<file path="src/rtl/reloj_bcd.sv">
// 24-hour BCD clock: prescaled 1 Hz timekeeping with a manual set mode whose
// per-field increment buttons are rising-edge detected.
module reloj_bcd #(
  parameter int unsigned TICK_DIV = 100000000
) (
  input  logic       clk,
  input  logic       reset,
  input  logic       en,
  input  logic       set_mode,
  input  logic       inc_seg,
  input  logic       inc_min,
  input  logic       inc_hora,
  output logic [3:0] SegundosU,
  output logic [3:0] SegundosD,
  output logic [3:0] minutosU,
  output logic [3:0] minutosD,
  output logic [3:0] horasU,
  output logic [3:0] horasD,
  output logic       tick_1hz,
  output logic       update
);

  localparam int unsigned PresW = (TICK_DIV > 2) ? $clog2(TICK_DIV) : 1;
  localparam logic [PresW-1:0] PresLast = PresW'(TICK_DIV - 1);

  typedef enum logic [1:0] {StIdle, StRun, StSet} state_e;

  state_e           state_q, state_d;
  logic [PresW-1:0] presc_q, presc_d;
  logic [7:0]       sec_q, sec_d, min_q, min_d, hour_q, hour_d;
  logic             tick_q, tick_d, update_q, update_d;
  logic [2:0]       inc_prev_q, inc_edge;

  // {tens, units} BCD increment with wrap; callers handle carries themselves.
  function automatic logic [7:0] inc60(input logic [7:0] v);
    if (v[3:0] == 4'd9) return (v[7:4] == 4'd5) ? 8'h00 : {v[7:4] + 4'd1, 4'd0};
    return {v[7:4], v[3:0] + 4'd1};
  endfunction

  function automatic logic [7:0] inc24(input logic [7:0] v);
    if (v == 8'h23) return 8'h00;
    if (v[3:0] == 4'd9) return {v[7:4] + 4'd1, 4'd0};
    return {v[7:4], v[3:0] + 4'd1};
  endfunction

  always_ff @(posedge clk) begin
    if (!reset) state_q <= StIdle;
    else        state_q <= state_d;
  end

  always_comb begin
    state_d = StIdle;
    if (set_mode)  state_d = StSet;
    else if (en)   state_d = StRun;
  end

  // bit 0 = seconds, 1 = minutes, 2 = hours
  assign inc_edge = {inc_hora, inc_min, inc_seg} & ~inc_prev_q;

  always_comb begin
    presc_d = presc_q;
    sec_d   = sec_q;
    min_d   = min_q;
    hour_d  = hour_q;
    tick_d  = 1'b0;
    case (state_q)
      StRun: begin
        if (presc_q == PresLast) begin
          presc_d = '0;
          tick_d  = 1'b1;
          sec_d   = inc60(sec_q);
          if (sec_q == 8'h59) begin
            min_d = inc60(min_q);
            if (min_q == 8'h59) hour_d = inc24(hour_q);
          end
        end else begin
          presc_d = presc_q + PresW'(1);
        end
      end
      StSet: begin
        presc_d = '0;
        if (inc_edge[0]) sec_d  = inc60(sec_q);
        if (inc_edge[1]) min_d  = inc60(min_q);
        if (inc_edge[2]) hour_d = inc24(hour_q);
      end
      default: ;
    endcase
    update_d = ({hour_d, min_d, sec_d} != {hour_q, min_q, sec_q});
  end

  // Delayed copies reset high so buttons held through reset never count.
  always_ff @(posedge clk) begin
    if (!reset) begin
      presc_q    <= '0;
      sec_q      <= 8'h00;
      min_q      <= 8'h00;
      hour_q     <= 8'h00;
      tick_q     <= 1'b0;
      update_q   <= 1'b0;
      inc_prev_q <= 3'b111;
    end else begin
      presc_q    <= presc_d;
      sec_q      <= sec_d;
      min_q      <= min_d;
      hour_q     <= hour_d;
      tick_q     <= tick_d;
      update_q   <= update_d;
      inc_prev_q <= {inc_hora, inc_min, inc_seg};
    end
  end

  assign SegundosU = sec_q[3:0];
  assign SegundosD = sec_q[7:4];
  assign minutosU  = min_q[3:0];
  assign minutosD  = min_q[7:4];
  assign horasU    = hour_q[3:0];
  assign horasD    = hour_q[7:4];
  assign tick_1hz  = tick_q;
  assign update    = update_q;

endmodule
</file>
<file path="config.mk">
export PLATFORM = sky130hd
export DESIGN_NAME = reloj_bcd
export DESIGN_NICKNAME = d
export VERILOG_FILES = /design/src/rtl/reloj_bcd.sv
export SDC_FILE = /design/constraint.sdc
export NUM_CORES = 1
export LEC_CHECK = 0
export BUFFER_PORTS_ARGS = -buffer_cell sky130_fd_sc_hd__buf_2
export CORE_UTILIZATION = 45
export DETAILED_ROUTE_END_ITERATION = 6
export PLACE_DENSITY = 0.59
export SYNTH_ARGS = -nofsm -noshare
export SYNTH_HDL_FRONTEND = slang
export SYNTH_SLANG_ARGS = --single-unit
</file>
<file path="constraint.sdc">
create_clock -name clk -period 2.6 [get_ports clk]
set_input_delay 0.26 -clock clk [delete_from_list [all_inputs] [get_ports clk]]
set_output_delay 0.26 -clock clk [all_outputs]
set_load 0.05 [all_outputs]
</file>
==> key figures, run 1 <==
Outcome
  – Status: complete, no violations

Final layout
  – Multi-input logic area: ~0.0033 sq mm
  – Syn-to-layout area delta: 21.0%
  – Post-layout net count: around 700
  – Post-route design area: 0.00560 sq mm
  – Layout cells sized above 1: 0.217
  – Most frequent cells in the layout: 70 x buf_4, 69 x nor2_1, 55 x dfxtp_1, 49 x o21ai_0, 46 x a21oi_1
  – Commonest non-fill, non-tap cell in the layout: buf_4
  – Final Non-Filler Cells: approximately 830
  – FF+latch area: between 0.001 and 0.0015 sq mm
  – Ant. Diodes: 0
  – Post-layout util: 0.568
  – # fillers: 977

Global routing
  – Initial antenna violation count: 0
  – Gr usage total: 0.345
  – Vias in the first global route: approximately 5000
  – First-pass GRT wire length: around 27000 microns
  – Largest net degree at the start of global routing: 31
  – Grt ovf: 0

Placed design
  – DP HPWL: around 13000 microns
  – Pre-CTS WS: ~96 ps
  – Placed insts: slightly above 800
  – Placed inst area: 0.00533 sq mm
  – Port Buf Inserts: 32
  – GP Congestion: between 0.9 and 1

Pwr
  – Sequential power share: 0.391
  – Switching Share: 0.324
  – Comb pwr share: 0.193
  – PwrDens: between 400 and 500 mW/mm^2
  – Peak VDD IR: about 0.00028 V
  – Pleak: 2.13 nW
  – Net Switching: 771 uW
  – Clk pwr share: 0.415
  – Final Total Pwr: between 2 and 2.5 mW
  – Int Power: about 1.6 mW

Yosys
  – Synth warn: 0
  – Avg Cell Area, Syn: between 7 and 8 sq um
  – Post-synthesis net count: 645
  – Ys flop type: dfxtp_1
  – Mapped Cells: 623
  – Post-synth EDFFs: 0
  – Register area share after synthesis: 0.251
  – Synth Register Bits: 58
  – Post-synthesis cell type count: between 70 and 80
  – Synth async-reset ratio: 0
  – Post-Syn Area: around 0.0046 sq mm

Critical path
  – R2R setup slack: 100 ps
  – Critical path data required time: 2800 ps
  – CP Max Fanout: 6
  – Crit Path Class: register to register
  – CP endpoint kind: register
  – Crit path DAT: 2700 ps
  – Startpoint type of the worst setup path: register

Run
  – Max Cap Violations: 0

Clocking
  – Clock latency on the worst-skew pair: 360 ps
  – Clk sinks: 58
  – Post-CTS setup buffer count: 0
  – Post-CTS Hold Fix Bufs: 0
  – CTS-repair resized insts: 0
  – H-tree level count: 3
  – Clock transition at path regs: about 80 ps
  – Num CTS Buffers: 9
  – Clk root buf: clkbuf_8
  – Maximum root-to-sink buffer count: 2
  – TritonCTS clock tree: yes

Floorplanning
  – Die area: 0.0107 sq mm
  – Row Count: 36
  – Die Y-Extent: approximately 100 microns
  – IO Pins: 33
  – Chip Width: ~100 microns
  – Initial Util: 0.469
  – Core Box Area: 0.00986 sq mm

Drt
  – Post-route ant nets: 0
  – Total wire length: around 18000 microns
  – Wire per inst: 21.1 microns
  – Initial drt markers: ~420
  – Vias/cell: 6.47
  – Number of remaining DRC errors: 0
  – DR pass1 iterations: 5
  – Vias after detailed routing: about 5400

STA
  – Hold Fails Final Rpt: 0
  – WHS: between 90 and 100 ps
  – Min Clock Period, post-route: 2500 ps
  – Clock skew: between 7 and 8 ps
  – Sum Neg Setup Slack: 0 ps
  – Setup slack after layout: 98.7 ps
  – Worst slew pin tran: ~940 ps
  – Final setup viols: 0
  – Final slew viol count: 0
  – Period utilization: 0.962
  – Max-Slew Margin vs Limit: 0.370
  – Unrepaired setup endpoints after global routing: true
  – FMAX: 0.400 GHz

Min path
  – Worst Hold Class: input pin to register
## cells in the mapped netlist, drive strengths merged, types with 6 or more instances
master  instances  area share
and3           10       0.014
a221oi          6       0.013
xor2           12       0.023
nand4          13       0.021
ha             15       0.041
o221ai          6       0.011
nand2b         12       0.016
nand3          28       0.034
nor4            9       0.019
and4            7       0.014
a31oi          12       0.016
dfxtp          58        0.25
nand3b          9       0.015
a211oi          8       0.013
nor2b           8       0.011
clkbuf         27       0.022
and2            6      0.0081
inv            20       0.016
mux2i           7       0.015
a21oi          47       0.053
nor2           69       0.056
o21a            6      0.0097
nor3           20       0.024
buf            16       0.017
xnor2          11       0.021
o21ai          51       0.055
o31ai           6      0.0097
nand2          43       0.035
## routing by layer
metal / wire length [microns] / GRT usage / vias to the layer above
met4: 715 / 0.205 / 0
li1: - / - / 2469
met3: 1340 / 0.0484 / 56
met2: 8330 / 0.566 / 291
met5: 0 / 0 / -
met1: 7180 / 0.432 / 2568
## flip-flops by register name (all words and copies together), names as in the netlist
signal and flops:
hour_q 8, inc_prev_q 3, min_q 8, presc_q 27, sec_q 8, state_q 2, tick_1hz 1, update 1
## path summary, 6_finish.rpt
| check | start | end | cells after the start |
|---|---|---|---|
| min reg2reg | sec_q[1] | sec_q[1] | 2 |
| max reg2reg | hour_q[4] | update | 11 |
| max | hour_q[4] | update | 11 |
| min | set_mode | state_q[0] | 2 |
## worst max-delay path, cell delays in order, from the launching register on
cell and delay (ps):
dfxtp_2 330, inv_1 70, ha_1 200, nor4b_2 170, buf_4 160, a21oi_4 230
buf_4 180, nand2b_1 130, a31oi_1 210, nand3_1 140, a221oi_2 350, a41oi_1 160
## cell families (layout without fill, tap and decap cells)
group,Yosys count,count (layout),synth area share
adders and majority gates,15,15,0.0406
and+or+nand+nor,264,264,0.321
DFF,58,58,0.251
AOI/OAI and AO/OA,191,191,0.271
xor gates and xnor gates,23,23,0.0435
buffers and inverters,64,140,0.0557
muxes,8,8,0.0176
## final cells by class
class / count / share of cell area
inverter: 21 / 0.0141
clock inverter: 7 / 0.0181
clock buffer: 9 / 0.0221
timing repair buffer: 103 / 0.126
tap: 133 / 0.0297
multi-input combinational: 501 / 0.582
sequential: 58 / 0.208
## power by group through the flow
| stage | registers (mW) | logic (mW) | clock network (mW) |
|---|---|---|---|
| floorplan | 1.00 | 0.230 | 0 |
| global placement | 0.952 | 0.440 | 0 |
| detailed placement | 0.953 | 0.442 | 0 |
| CTS | 0.932 | 0.444 | 1.01 |
| global route | 0.936 | 0.491 | 1.04 |
| finish | 0.933 | 0.460 | 0.990 |
No activity file was read; power rests on OpenSTA's default activity.
==> run 2: changes to the inputs <==
CELL_PAD_IN_SITES_DETAIL_PLACEMENT = 0   (was default)
CELL_PAD_IN_SITES_GLOBAL_PLACEMENT = 1   (was default)
PLACE_DENSITY = 0.77   (was 0.59)
==> key figures, run 2 (same netlist as run 1, synthesis figures left out) <==
Outcome
  – Status: complete, no violations

Placed design
  – GP Congestion: just under 1
  – Port Buf Inserts: 32
  – DP HPWL: 12600 microns

Floorplanning
  – Core Box Area: ~0.0099 sq mm
  – Row Count: 36
  – IO Pins: 33
  – Die area: between 0.01 and 0.015 sq mm
  – Chip Width: 103 microns
  – Initial Util: 0.469
  – Die Y-Extent: roughly 100 microns

Final layout
  – Most frequent cells in the layout: 72 x buf_4, 69 x nor2_1, 55 x dfxtp_1, 50 x o21ai_0, 45 x a21oi_1
  – Ant. Diodes: 0
  – Syn-to-layout area delta: 19.7%
  – Max reg flops: 27
  – Commonest non-fill, non-tap cell in the layout: buf_4
  – Post-layout net count: about 720
  – Layout cells sized above 1: 0.213
  – Top reg by flops: presc_q
  – # fillers: roughly 950

Drt
  – DR pass1 iterations: 5
  – Vias after detailed routing: 5335
  – Wire per inst: around 20 microns
  – Number of remaining DRC errors: 0
  – Initial drt markers: around 340
  – Vias/cell: roughly 6.4
  – Total wire length: between 15000 and 20000 microns
  – Post-route ant nets: 0

Pwr
  – Pleak: between 2 and 2.5 nW
  – Peak VDD IR: 0.000235 V
  – PwrDens: between 300 and 400 mW/mm^2

Global routing
  – Grt ovf: 0
  – First-pass GRT wire length: 26500 microns
  – Initial antenna violation count: 0
  – Gr usage total: 0.330
  – Largest net degree at the start of global routing: 45
  – Vias in the first global route: around 5000

Clocking
  – Clk sinks: 58
  – Maximum root-to-sink buffer count: 2
  – H-tree level count: 3
  – Post-CTS Hold Fix Bufs: 0
  – Post-CTS setup buffer count: 0
  – Clock transition at path regs: approximately 80 ps
  – TritonCTS clock tree: yes
  – Num CTS Buffers: 9
  – CTS-repair resized insts: 0
  – Clk root buf: clkbuf_8
  – Clock latency on the worst-skew pair: about 360 ps

STA
  – Final setup viols: 0
  – Unrepaired setup endpoints after global routing: false
  – Period utilization: 0.942
  – Min Clock Period, post-route: 2450 ps
  – Sum Neg Setup Slack: 0 ps
  – Hold Fails Final Rpt: 0
  – Clock skew: about 12 ps
  – WHS: 65.9 ps
  – Max-Slew Margin vs Limit: 0.399
  – FMAX: about 0.41 GHz
  – Final slew viol count: 0
  – Worst slew pin tran: 901 ps

Min path
  – Worst Hold Class: input pin to register

Critical path
  – Crit Path Class: register to register
  – CP Max Fanout: 6
  – CP endpoint kind: register
  – Crit path DAT: 2650 ps
  – Critical path data required time: about 2800 ps
  – Startpoint type of the worst setup path: register

Run
  – Max Cap Violations: 0
## run 2: path summary, 6_finish.rpt
kind	end	slack [ps]	start	cells after the start
worst min-delay path	state_q[0]	70	set_mode	2
worst min register to register	presc_q[26]	520	presc_q[26]	2
worst max register to register	update	150	min_q[1]	10
worst max-delay path	update	150	min_q[1]	10
## run 2: worst max-delay path: stages (launching register included)
cell	delay, ps
dfxtp_2	330
inv_1	70
ha_1	220
and3b_1	290
buf_4	190
nand2_1	110
o21ai_0	120
a31oi_1	280
a31oi_1	150
nor4bb_2	380
a41oi_1	150
## run 2: final cells by class
class,instances,area [sq um],area share
timing repair buffer,105,721,0.130
multi-input combinational,501,3230,0.583
clock buffer,10,138,0.0248
tap,133,166,0.0300
clock inverter,6,41.3,0.00745
inverter,21,78.8,0.0142
sequential,58,1160,0.210
## run 2: where the power goes
| part | switching [mW] | leakage, nW | internal, mW | total, mW |
|---|---|---|---|---|
| Combinational | 0.302 | 1.56 | 0.155 | 0.457 |
| Clock | 0.430 | 0.0847 | 0.371 | 0.801 |
| Sequential | 0.0229 | 0.472 | 0.911 | 0.934 |
| Total | 0.756 | 2.11 | 1.44 | 2.19 |
## run 2: metrics by stage
stage          setup WS (ps)  power (mW)  cell area [sq um]  cells   util
2_1_floorplan           1.03        1.23               4630    623      -
3_3_place_gp             134        1.39               5340    818  0.541
3_5_place_dp            27.6        1.40               5340    818  0.541
4_1_cts                 34.2        2.19               5520    834  0.559
5_1_grt                 4.49        2.28               5540    834  0.562
6_report                 150        2.19               5540    834  0.562
## run 2: routing by layer
metal | part of all wire | global-route usage | wire length [microns] | vias up
met4 | 0.040 | 0.151 | 680 | 0
met5 | 0 | 0 | 0 | -
met1 | 0.42 | 0.430 | 7100 | 2513
met3 | 0.079 | 0.0571 | 1340 | 68
met2 | 0.46 | 0.532 | 7840 | 283
li1 | - | - | - | 2471
==> run 3: changes to the inputs <==
CTS_BUF_LIST = sky130_fd_sc_hd__clkbuf_8   (was default)
clock period = 2.7 ns   (was 2.6 ns; I/O delays follow)
==> key figures, run 3 (same netlist as run 1, synthesis figures left out) <==
Outcome
  – Status: complete, no violations

Final layout
  – Max reg flops: 27
  – Layout cells sized above 1: 0.201
  – Ant. Diodes: 0
  – Most frequent cells in the layout: 69 x nor2_1, 56 x dfxtp_1, 55 x buf_4, 50 x o21ai_0, 45 x a21oi_1
  – # fillers: 924
  – Post-layout net count: around 700
  – Post-layout util: 0.562
  – Final Non-Filler Cells: 820
  – Commonest non-fill, non-tap cell in the layout: nor2_1
  – Top reg by flops: presc_q
  – Post-route design area: approximately 0.0055 sq mm
  – Syn-to-layout area delta: 19.8%

Global routing
  – Gr usage total: 0.332
  – Vias in the first global route: 4872
  – First-pass GRT wire length: 26500 microns
  – Grt ovf: 0
  – Initial antenna violation count: 0
  – Largest net degree at the start of global routing: 40

Placed design
  – Placed insts: 803
  – Port Buf Inserts: 32
  – Placed inst area: roughly 0.0053 sq mm
  – GP Congestion: ~0.97
  – DP HPWL: approximately 12000 microns

Clocking
  – Clk root buf: clkbuf_8
  – Clock latency on the worst-skew pair: 360 ps
  – Clk sinks: 58
  – Post-CTS setup buffer count: 0
  – Clock transition at path regs: ~90 ps
  – Num CTS Buffers: 9
  – H-tree level count: 3
  – Maximum root-to-sink buffer count: 2
  – TritonCTS clock tree: yes

Critical path
  – Crit Path Class: register to register
  – Slowest cell on crit path: ha_2
  – Critical path data required time: 2900 ps
  – CP endpoint kind: register
  – CP Max Fanout: 20
  – Crit path DAT: 2740 ps
  – CP max stage delay: between 400 and 500 ps
  – Startpoint type of the worst setup path: register
  – R2R setup slack: 160 ps
  – Critical-path cell list: inv_1 -> ha_2 -> buf_12 -> inv_1 -> buf_4 -> and3_1 -> a31oi_4 -> a31oi_1 -> nor4bb_1 -> a41oi_1
  – CP dominant cell by count: inv_1

STA
  – Sum Neg Setup Slack: 0 ps
  – Max-Slew Margin vs Limit: 0.378
  – Worst slew pin tran: between 900 and 1000 ps
  – Clock skew: roughly 15 ps
  – FMAX: between 0.3 and 0.4 GHz
  – Unrepaired setup endpoints after global routing: false
  – WHS: ~78 ps
  – Final setup viols: 0
  – Final slew viol count: 0
  – Period utilization: 0.940
  – Min Clock Period, post-route: about 2500 ps
  – Hold Fails Final Rpt: 0

Floorplanning
  – Row Count: 36
  – Die area: ~0.011 sq mm
  – Die Y-Extent: ~100 microns
  – IO Pins: 33
  – Chip Width: 103 microns
  – Initial Util: 0.469
  – Core Box Area: around 0.0099 sq mm

Drt
  – Vias after detailed routing: 5269
  – DR pass1 iterations: 6
  – Total wire length: around 17000 microns
  – Wire per inst: around 21 microns
  – Initial drt markers: between 400 and 500
  – Number of remaining DRC errors: 0
  – Vias/cell: 6.43
  – Post-route ant nets: 0

Min path
  – Worst Hold Class: input pin to register

Pwr
  – Pleak: roughly 2.1 nW
  – Peak VDD IR: roughly 0.00026 V
  – PwrDens: around 420 mW/mm^2

Run
  – Max Cap Violations: 0
==> run 3: cell count changes in the layout (fill, tap and decap cells not counted), moves of 2 or more <==
cell       change
buf_4         -17
buf_12         +2
bufinv_16      +2
clkinv_2       -2
clkinv_4       +2
==> run 3: final cells by class <==
cell class / instances / area, sq um / share of cell area
clock inverter: 7 / 101 / 0.0183
timing repair buffer: 91 / 658 / 0.119
tap: 133 / 166 / 0.0300
sequential: 58 / 1160 / 0.210
inverter: 21 / 78.8 / 0.0142
clock buffer: 9 / 124 / 0.0223
multi-input combinational: 501 / 3250 / 0.586
==> run 3: per-layer routing <==
| metal | global-route usage | part of all wire |
|---|---|---|
| met1 | 0.431 | 0.42 |
| met4 | 0.158 | 0.040 |
| met3 | 0.0571 | 0.086 |
| met2 | 0.534 | 0.45 |
| met5 | 0 | 0 |
==> run 3: worst paths after layout <==
| kind | cells past startpoint | end | from |
|---|---|---|---|
| min | 2 | state_q[0] | set_mode |
| min reg2reg | 2 | sec_q[1] | sec_q[1] |
| max | 10 | update | state_q[0] |
| max reg2reg | 10 | update | state_q[0] |
==> run 3: report_power, final <==
part | switching, mW | total, mW | internal, mW
combinational | 0.303 | 0.458 | 0.155
sequential | 0.0186 | 0.896 | 0.877
clock | 0.435 | 0.961 | 0.526
==> run 3: metrics by stage <==
step / setup slack (ps) / total power, mW
detailed placement: 9.84 / 1.34
global placement: 109 / 1.35
finish: 163 / 2.31
global route: 6.12 / 2.40
floorplan: 50.7 / 1.19
CTS: 1.73 / 2.29
==> run 3: what timing repair did <==
action | 4_1_cts | 5_1_grt
gates resized for setup | 0 | 12
hold buffers | 0 | 0
endpoints found under the setup margin | 0 | 1
==> run 3: worst max-delay path: cells and delay by family, from the launching register on <==
| family | cells | cell delay (ps) |
|---|---|---|
| adder cells (fa/ha/maj) | 1 | 410 |
| buffers and inverters | 4 | 570 |
| AO/OA/AOI/OAI | 3 | 490 |
| AND/OR/NAND/NOR | 2 | 560 |
| flip-flops | 1 | 340 |
